### config.mk
export PLATFORM = sky130hd
export DESIGN_NAME = fp_to_pcm
export DESIGN_NICKNAME = d
export VERILOG_FILES = /design/src/rtl/fp_to_pcm.sv
export SDC_FILE = /design/constraint.sdc
export NUM_CORES = 1
export LEC_CHECK = 0
export BUFFER_PORTS_ARGS = -buffer_cell sky130_fd_sc_hd__buf_2
export CAP_MARGIN = 20
export CORE_ASPECT_RATIO = 0.7
export CORE_MARGIN = 3
export CORE_UTILIZATION = 35
export CTS_BUF_LIST = sky130_fd_sc_hd__clkbuf_4
export DETAILED_ROUTE_END_ITERATION = 6
export GPL_ROUTABILITY_DRIVEN = 0
export PLACE_DENSITY = 0.57
export RECOVER_POWER = 50
export SLEW_MARGIN = 0
export SYNTH_ARGS = -nofsm -noshare
export SYNTH_HDL_FRONTEND = slang
export SYNTH_SLANG_ARGS = --single-unit
### constraint.sdc
create_clock -name clk -period 3.45 [get_ports clk]
set_input_delay 0.345 -clock clk [delete_from_list [all_inputs] [get_ports clk]]
set_output_delay 0.345 -clock clk [all_outputs]
set_load 0.02 [all_outputs]
### src/rtl/fp_to_pcm.sv
// IEEE-754 single to signed PCM converter: 4-cycle FSM (UNPACK, SHIFT, PACK, DONE) with saturation.
// Build option FP_TO_PCM_ROUND_EN: round to nearest, ties away from zero (default truncates toward zero).
module fp_to_pcm #(
  parameter int OUT_WIDTH = 16
) (
  input  logic                 clk,
  input  logic                 reset,
  input  logic                 in_valid,
  output logic                 in_ready,
  input  logic [31:0]          in_data,
  output logic                 out_valid,
  output logic [OUT_WIDTH-1:0] pcm_out,
  output logic                 sat
);

  localparam int W = OUT_WIDTH;

  localparam logic [W+1:0] POS_LIM = (W+2)'((1 << (W-1)) - 1);
  localparam logic [W+1:0] NEG_LIM = (W+2)'(1 << (W-1));
  localparam logic [W-1:0] MAX_PCM = {1'b0, {(W-1){1'b1}}};
  localparam logic [W-1:0] MIN_PCM = {1'b1, {(W-1){1'b0}}};

  typedef enum logic [2:0] {IDLE, UNPACK, SHIFT, PACK, DONE} state_t;
  typedef enum logic [1:0] {C_NORM, C_ZERO, C_INF, C_NAN} cls_t;

  state_t state, next;

  logic [31:0]       data_q;
  logic              s_q;
  logic [23:0]       m_q;
  logic signed [9:0] sh_q;
  cls_t              cls_q;
  logic [W:0]        mag_q;
  logic              ovf_q;
`ifdef FP_TO_PCM_ROUND_EN
  logic              guard_q;
`endif

  // ---------------- control ----------------
  assign in_ready  = (state == IDLE) || (state == DONE);
  assign out_valid = (state == DONE);

  always_ff @(posedge clk) begin
    if (reset) state <= IDLE;
    else       state <= next;
  end

  always_comb begin
    next = state;
    case (state)
      IDLE:    next = in_valid ? UNPACK : IDLE;
      UNPACK:  next = SHIFT;
      SHIFT:   next = PACK;
      PACK:    next = DONE;
      DONE:    next = in_valid ? UNPACK : IDLE;
      default: next = IDLE;
    endcase
  end

  // ---------------- unpack ----------------
  logic [7:0]        e_in;
  logic [22:0]       f_in;
  logic signed [9:0] sh_n;
  cls_t              cls_n;

  assign e_in = data_q[30:23];
  assign f_in = data_q[22:0];
  // sh = 151 - W - e, so that M >> sh equals |v| * 2^(W-1)
  assign sh_n = $signed(10'(151 - W) - {2'b00, e_in});

  always_comb begin
    cls_n = C_NORM;
    if (e_in == 8'd0)        cls_n = C_ZERO;
    else if (e_in == 8'hFF)  cls_n = (f_in == 23'd0) ? C_INF : C_NAN;
  end

  // ---------------- shift ----------------
  logic [9:0]  nsh;
  logic [47:0] wide;
  logic        ovf_n;
`ifdef FP_TO_PCM_ROUND_EN
  logic [48:0] rsh;
  logic        guard_n;
`endif

  assign nsh = 10'd0 - $unsigned(sh_q);

  // Shift in a wide field; anything that does not fit W+1 bits is flagged
  // as overflow, which always saturates in PACK.
  always_comb begin
    wide  = '0;
    ovf_n = 1'b0;
`ifdef FP_TO_PCM_ROUND_EN
    rsh     = '0;
    guard_n = 1'b0;
`endif
    if (!sh_q[9]) begin
`ifdef FP_TO_PCM_ROUND_EN
      rsh     = {24'd0, m_q, 1'b0} >> $unsigned(sh_q);
      wide    = rsh[48:1];
      guard_n = rsh[0];
`else
      wide = {24'd0, m_q} >> $unsigned(sh_q);
`endif
    end else if (nsh > 10'(W)) begin
      ovf_n = 1'b1;
    end else begin
      wide = {24'd0, m_q} << nsh;
    end
    if (|wide[47:W]) ovf_n = 1'b1;
  end

  // ---------------- pack ----------------
  logic [W+1:0] mag_r;
  logic [W-1:0] pcm_n;
  logic         sat_n;

`ifdef FP_TO_PCM_ROUND_EN
  assign mag_r = {1'b0, mag_q} + {{(W+1){1'b0}}, guard_q};
`else
  assign mag_r = {1'b0, mag_q};
`endif

  always_comb begin
    pcm_n = '0;
    sat_n = 1'b0;
    case (cls_q)
      C_ZERO: begin
        pcm_n = '0;
        sat_n = 1'b0;
      end
      C_NAN: begin
        pcm_n = '0;
        sat_n = 1'b1;
      end
      C_INF: begin
        pcm_n = s_q ? MIN_PCM : MAX_PCM;
        sat_n = 1'b1;
      end
      default: begin
        if (!s_q && (ovf_q || mag_r > POS_LIM)) begin
          pcm_n = MAX_PCM;
          sat_n = 1'b1;
        end else if (s_q && (ovf_q || mag_r > NEG_LIM)) begin
          pcm_n = MIN_PCM;
          sat_n = 1'b1;
        end else begin
          // -2^(W-1) negates onto itself, which is exactly MIN_PCM
          pcm_n = s_q ? (~mag_r[W-1:0] + 1'b1) : mag_r[W-1:0];
        end
      end
    endcase
  end

  // ---------------- datapath registers ----------------
  always_ff @(posedge clk) begin
    if (reset) begin
      pcm_out <= '0;
      sat     <= 1'b0;
    end else begin
      case (state)
        IDLE, DONE: if (in_valid) data_q <= in_data;
        UNPACK: begin
          s_q   <= data_q[31];
          m_q   <= {1'b1, f_in};
          sh_q  <= sh_n;
          cls_q <= cls_n;
        end
        SHIFT: begin
          mag_q <= wide[W:0];
          ovf_q <= ovf_n;
`ifdef FP_TO_PCM_ROUND_EN
          guard_q <= guard_n;
`endif
        end
        PACK: begin
          pcm_out <= pcm_n;
          sat     <= sat_n;
        end
        default: ;
      endcase
    end
  end

endmodule

==> Yosys cells after proc, flatten, opt, wreduce, memory -nomap -nowiden <==
Cells that the tools add are included.
{ "word_totals": {"inputBits": 35, "register_bits": 106} }
{ "classes": {"n_reduce_logical": 17, "n_eq_ne": 8, "addsub": 3, "n_bitwise": 3, "magnitude_cmp": 3, "shifts": 2, "mux": 16} }
{ "op_table": {"columns": ["op", "count"], "rows": [
  ["two-way mux 48 bit", 2],
  ["two-way mux 16 bit", 4],
  ["<< shifter 24 x 10 -> 48 bit", 1],
  ["right shift 24 x 10 -> 48 bit", 1],
  ["case mux 16 bit (2 select lines)", 1],
  ["OR reduction 32 bit", 1],
  ["zero test 23 bit", 1],
  ["greater-than comparator 17 x 15 -> 1 bit (second input constant)", 1],
  ["greater-than comparator 17 x 16 -> 1 bit (second input constant)", 1],
  ["adder 16 x 1 -> 16 bit (second input constant)", 1],
  ["NOT 16 bit", 1],
  ["case mux 3 bit (4 select lines)", 1],
  ["greater-than comparator 10 x 5 -> 1 bit (second input constant)", 1],
  ["subtractor 1 x 10 -> 10 bit (first input constant)", 1],
  ["subtractor 8 x 8 -> 9 bit (first input constant)", 1],
  ["equality test 8 bit (second input constant)", 1],
  ["zero test 8 bit", 1],
  ["OR reduction 2 bit", 4],
  ["two-way mux 1 bit", 7],
  ["equality test 3 x 2 -> 1 bit (second input constant)", 2],
  ["equality test 2 bit (second input constant)", 2],
  ["AND reduction 2 bit", 2],
  ["equality test 3 x 1 -> 1 bit (second input constant)", 1],
  ["equality test 3 bit (second input constant)", 1],
  ["8 further kinds", 12]
]} }

==> Depth between registers and ports, before layout <==
{ "depth": {"word_depth": 6, "ltp_mapped": 14} }

==> Worst setup path before layout <==
No wires, ideal clock.
{ "synth_timing": {"path_type": "reg-to-reg", "startpoint": "reg sh_q[1]", "endpoint": "reg ovf_q (data pin)", "slack_ns": -0.125, "synth_period_minus_slack_ns": 3.575, "path_stages_with_launch": 12, "arrival_ns": 3.301, "required_ns": 3.176, "path_buffers": 3, "cell_sequence": "edfxtp_1 > buf_2 > buf_1 > inv_1 > ha_1 > buf_6 > mux4_2 > a2111o_1 > a211oi_2 > a41oi_1 > o41ai_2 > o2111ai_1"} }
{ "synth_between": {"elab_chain_len": 5} }
{ "synth_rtl": {"columns": ["item", "line_no", "rtl"], "rows": [
  ["from (decl)", "31", "logic signed [9:0] sh_q;"],
  ["from (signal assigned)", "166", "sh_q <= sh_n;"],
  ["subtractor 1 x 10 -> 10 bit", "86", "assign nsh = 10'd0 - $unsigned(sh_q);"],
  ["greater-than comparator 10 x 5 -> 1 bit / << shifter 24 x 10 -> 48 bit (equally long branches)", "105, 108", null],
  ["two-way mux 48 bit", "105", "end else if (nsh > 10'(W)) begin"],
  ["two-way mux 48 bit", "97", "if (!sh_q[9]) begin"],
  ["OR reduction 32 bit", "110", "if (|wide[47:W]) ovf_n = 1'b1;"],
  ["to (signal assigned)", "171", "ovf_q <= ovf_n;"],
  ["to (decl)", "34", "logic ovf_q;"]
]} }
Several ways; a longest one is shown, not always the timed one.
A chain may end at the register's enable or synchronous reset.

==> Worst setup path in the final report <==
{ "layout_timing": {"startpoint": "reg sh_q[0]", "endpoint": "reg ovf_q (data pin)"} }
Same word-level chain as after synthesis.

==> results.cfg <==
[status]
status = complete, no violations

[layout]
antenna_cells = 0
fin_area_um2 = 8424
area_growth_pct = 14.33
finalNetCount = 853
drive_gt1_share_pct = 18.93
fillers = 2021

[placement]
hpwl_um = 15640
placed_area_um2 = 7969
port_buffers = 53

[worst_setup_path]
critPathMaxStageDelay_ns = 0.45
path_class = reg2reg
critPathCaptureType = flip-flop
crit_arrival_ns = 3.52
crit_family = compound AO/OA/AOI/OAI gates
crit_fanout = 7
crit_buf_inv = 1
critPathSlowestCell = edfxtp_1
crit_required_ns = 3.71
cp_cell_sequence = inv_2 > ha_2 > mux2_2 > or3_1 > a2111oi_1 > o21ai_0 > a32o_1 > nor4_1 > o2111ai_1
start_kind = flip-flop

[clocking]
clockRootBuffer = clkbuf_4
clkSinkCount = 105
clk_latency_ns = 0.51
ctsHtreeMaxLevel = 3
cts_setup_buffers = 0
cts_buffers = 9
cts.clk_slew.worst_paths_ns = 0.18
cts_tree = done
cts_max_path_buffers = 2

[yosys]
syn_area_um2 = 7368
syn_nets = 782
seq_area_frac_synth_pct = 40.07
ys_types = 83
ys_ff_latch = 105
syn_inst = 743
yosysWarningCount = 0
synth_ff_type = edfxtp_1
synth-edff-count = 85
async_reset_ff_share_pct = 0
syn_area_per_cell_um2 = 9.917

[sta]
hold_violations = 0
clock-skew-final_ns = 0.01914
rsz0062_at_grt = no
maxSlewViolCount = 0
clock.fmax_mhz = 307.0
fin_crit_ns = 3.258
finalCritPeriodShare_pct = 94.42
max_slew_margin_pct = 32.30
hold-worst-slack_ns = 0.2647
setup_violations = 0
worstMarginPinSlew_ns = 1.015
setup_tns_ns = 0

[floorplanning]
initial_core_util_pct = 36.42
die_x_um = 179.4
die_h_um = 127.4
die-area_um2 = 22860
io_pins = 54
core_um2 = 20230
core.rowCount = 43

[routing]
drtPass1Iterations = 6
dr_total_vias = 6430
drt_wl_total_um = 21010
drtIter0Drc = 832
wl_per_cell_um = 19.30
via_per_inst = 5.904
route.detailed.drc = 0
postRouteAntennaNets = 0

[pwr]
power_density_nw_per_um2 = 404.0
peakVddDrop_v = 0.0002207
power.total_mw = 3.404
p_leak_nw = 2.919

[global_route]
globalRouteTotalUtil_pct = 18.26
grt_max_degree = 77
overflow = 0
grt_pass1_vias = 5885
grt_pass1_wl_um = 33330
antenna_found_initial = 0

[job]
max-cap-violations = 0

[worst_hold_path]
min_path_type = in2reg
[kinds of logic after synthesis]
| logic type | Yosys count | share of synthesized area (%) |
|---|---|---|
| buffers and inverters | 77 | 5.077 |
| adders and majority gates | 4 | 0.6793 |
| xor gates and xnor gates | 19 | 2.360 |
| AOI/OAI and AO/OA | 183 | 16.45 |
| and+or+nand+nor | 273 | 18.92 |
| muxes | 82 | 16.44 |
| DFF | 105 | 40.07 |
[final timing paths]
path                                  from          end  slack (ns)  depth (start not counted)
worst max-delay path               sh_q[0]        ovf_q        0.19                          9
worst min-delay path                 reset  pcm_out[13]        0.26                          2
worst min register to register  data_q[31]          s_q        0.45                          0
worst max register to register     sh_q[0]        ovf_q        0.19                          9
[routing by layer]
metal | GRT usage (%) | vias up | wire length, um
met5 | 0 | - | 0
met4 | 3.318 | 0 | 227
met2 | 25.47 | 278 | 8578
met1 | 28.58 | 3107 | 10150
met3 | 4.639 | 24 | 2056
li1 | - | 3021 | -
[state kept, by name (all words and copies together), names as in the netlist]
signal,count
state,3
ovf_q,1
pcm_out,16
m_q,23
s_q,1
data_q,32
sh_q,9
sat,1
cls_q,2
mag_q,17
[what timing repair did]
action	4_1_cts	5_1_grt
hold buffers	32	0
hold endpoints to repair	32	0
gates resized for setup	0	2
endpoints found under the setup margin	0	1
[area by class of cell]
cell class	count	area, um2	share of cell area, %
repair buffers	120	848.3	10.07
clock inverters	7	88.84	1.055
well taps	270	337.8	4.010
inverters	17	63.81	0.7575
clock buffers	9	67.56	0.8020
multi-input cells	561	4065	48.25
flip-flops and latches	105	2953	35.05
[report_power, final]
part	total (mW)	switching (mW)	internal, mW
logic	1.09	0.641	0.451
registers	1.64	0.138	1.50
clock network	0.671	0.487	0.184
[stage by stage]
stage,instances,worst slack [ns],util (%)
6_report,1089,0.1924,41.64
5_1_grt,1089,0.01069,41.64
4_1_cts,1089,0.1789,41.75
3_5_place_dp,1041,0.2405,39.39
3_3_place_gp,1041,0.2687,39.39
2_1_floorplan,743,0.02860,-
[placed cells by master (no fill, tap or decap), types with 10 or more instances in the layout]
cell type,synthesis,layout
nand3_1,25,25
dfxtp_1,20,20
mux2i_1,34,34
dlygate4sd3_1,0,32
mux2_2,18,18
xnor2_1,11,10
buf_2,20,36
clkbuf_1,24,18
inv_1,16,16
a21oi_1,47,47
nor4_1,15,15
o22ai_1,22,22
mux4_2,28,28
nand2_1,74,74
nand4_1,10,10
o21ai_0,32,32
o31ai_1,10,10
a31oi_1,12,12
nor2_1,61,60
nor3_1,31,30
buf_4,5,32
edfxtp_1,85,85
[synthesized netlist by cell type (5+ instances only)]
cell,count,area (um2)
or3_1,9,56.30
nor3b_1,6,45.04
a31oi_1,12,75.07
and3_1,9,56.30
clkbuf_1,24,90.09
nand4_1,10,62.56
nor4_1,15,93.84
o22ai_1,22,137.6
nor3_1,31,155.2
a21oi_1,47,235.2
buf_1,5,18.77
nand2_1,74,277.8
mux2_2,18,202.7
mux2i_1,34,340.3
buf_2,20,100.1
o31ai_1,10,75.07
buf_4,5,37.54
nor2_1,61,229.0
nand3_1,25,125.1
inv_1,16,60.06
dfxtp_1,20,400.4
o21ai_0,32,160.2
xnor2_1,11,96.34
edfxtp_1,85,2552
buf_6,5,56.30
mux4_2,28,630.6
xor2_1,7,61.31
Note: power is estimated with default switching activity, not from simulation.
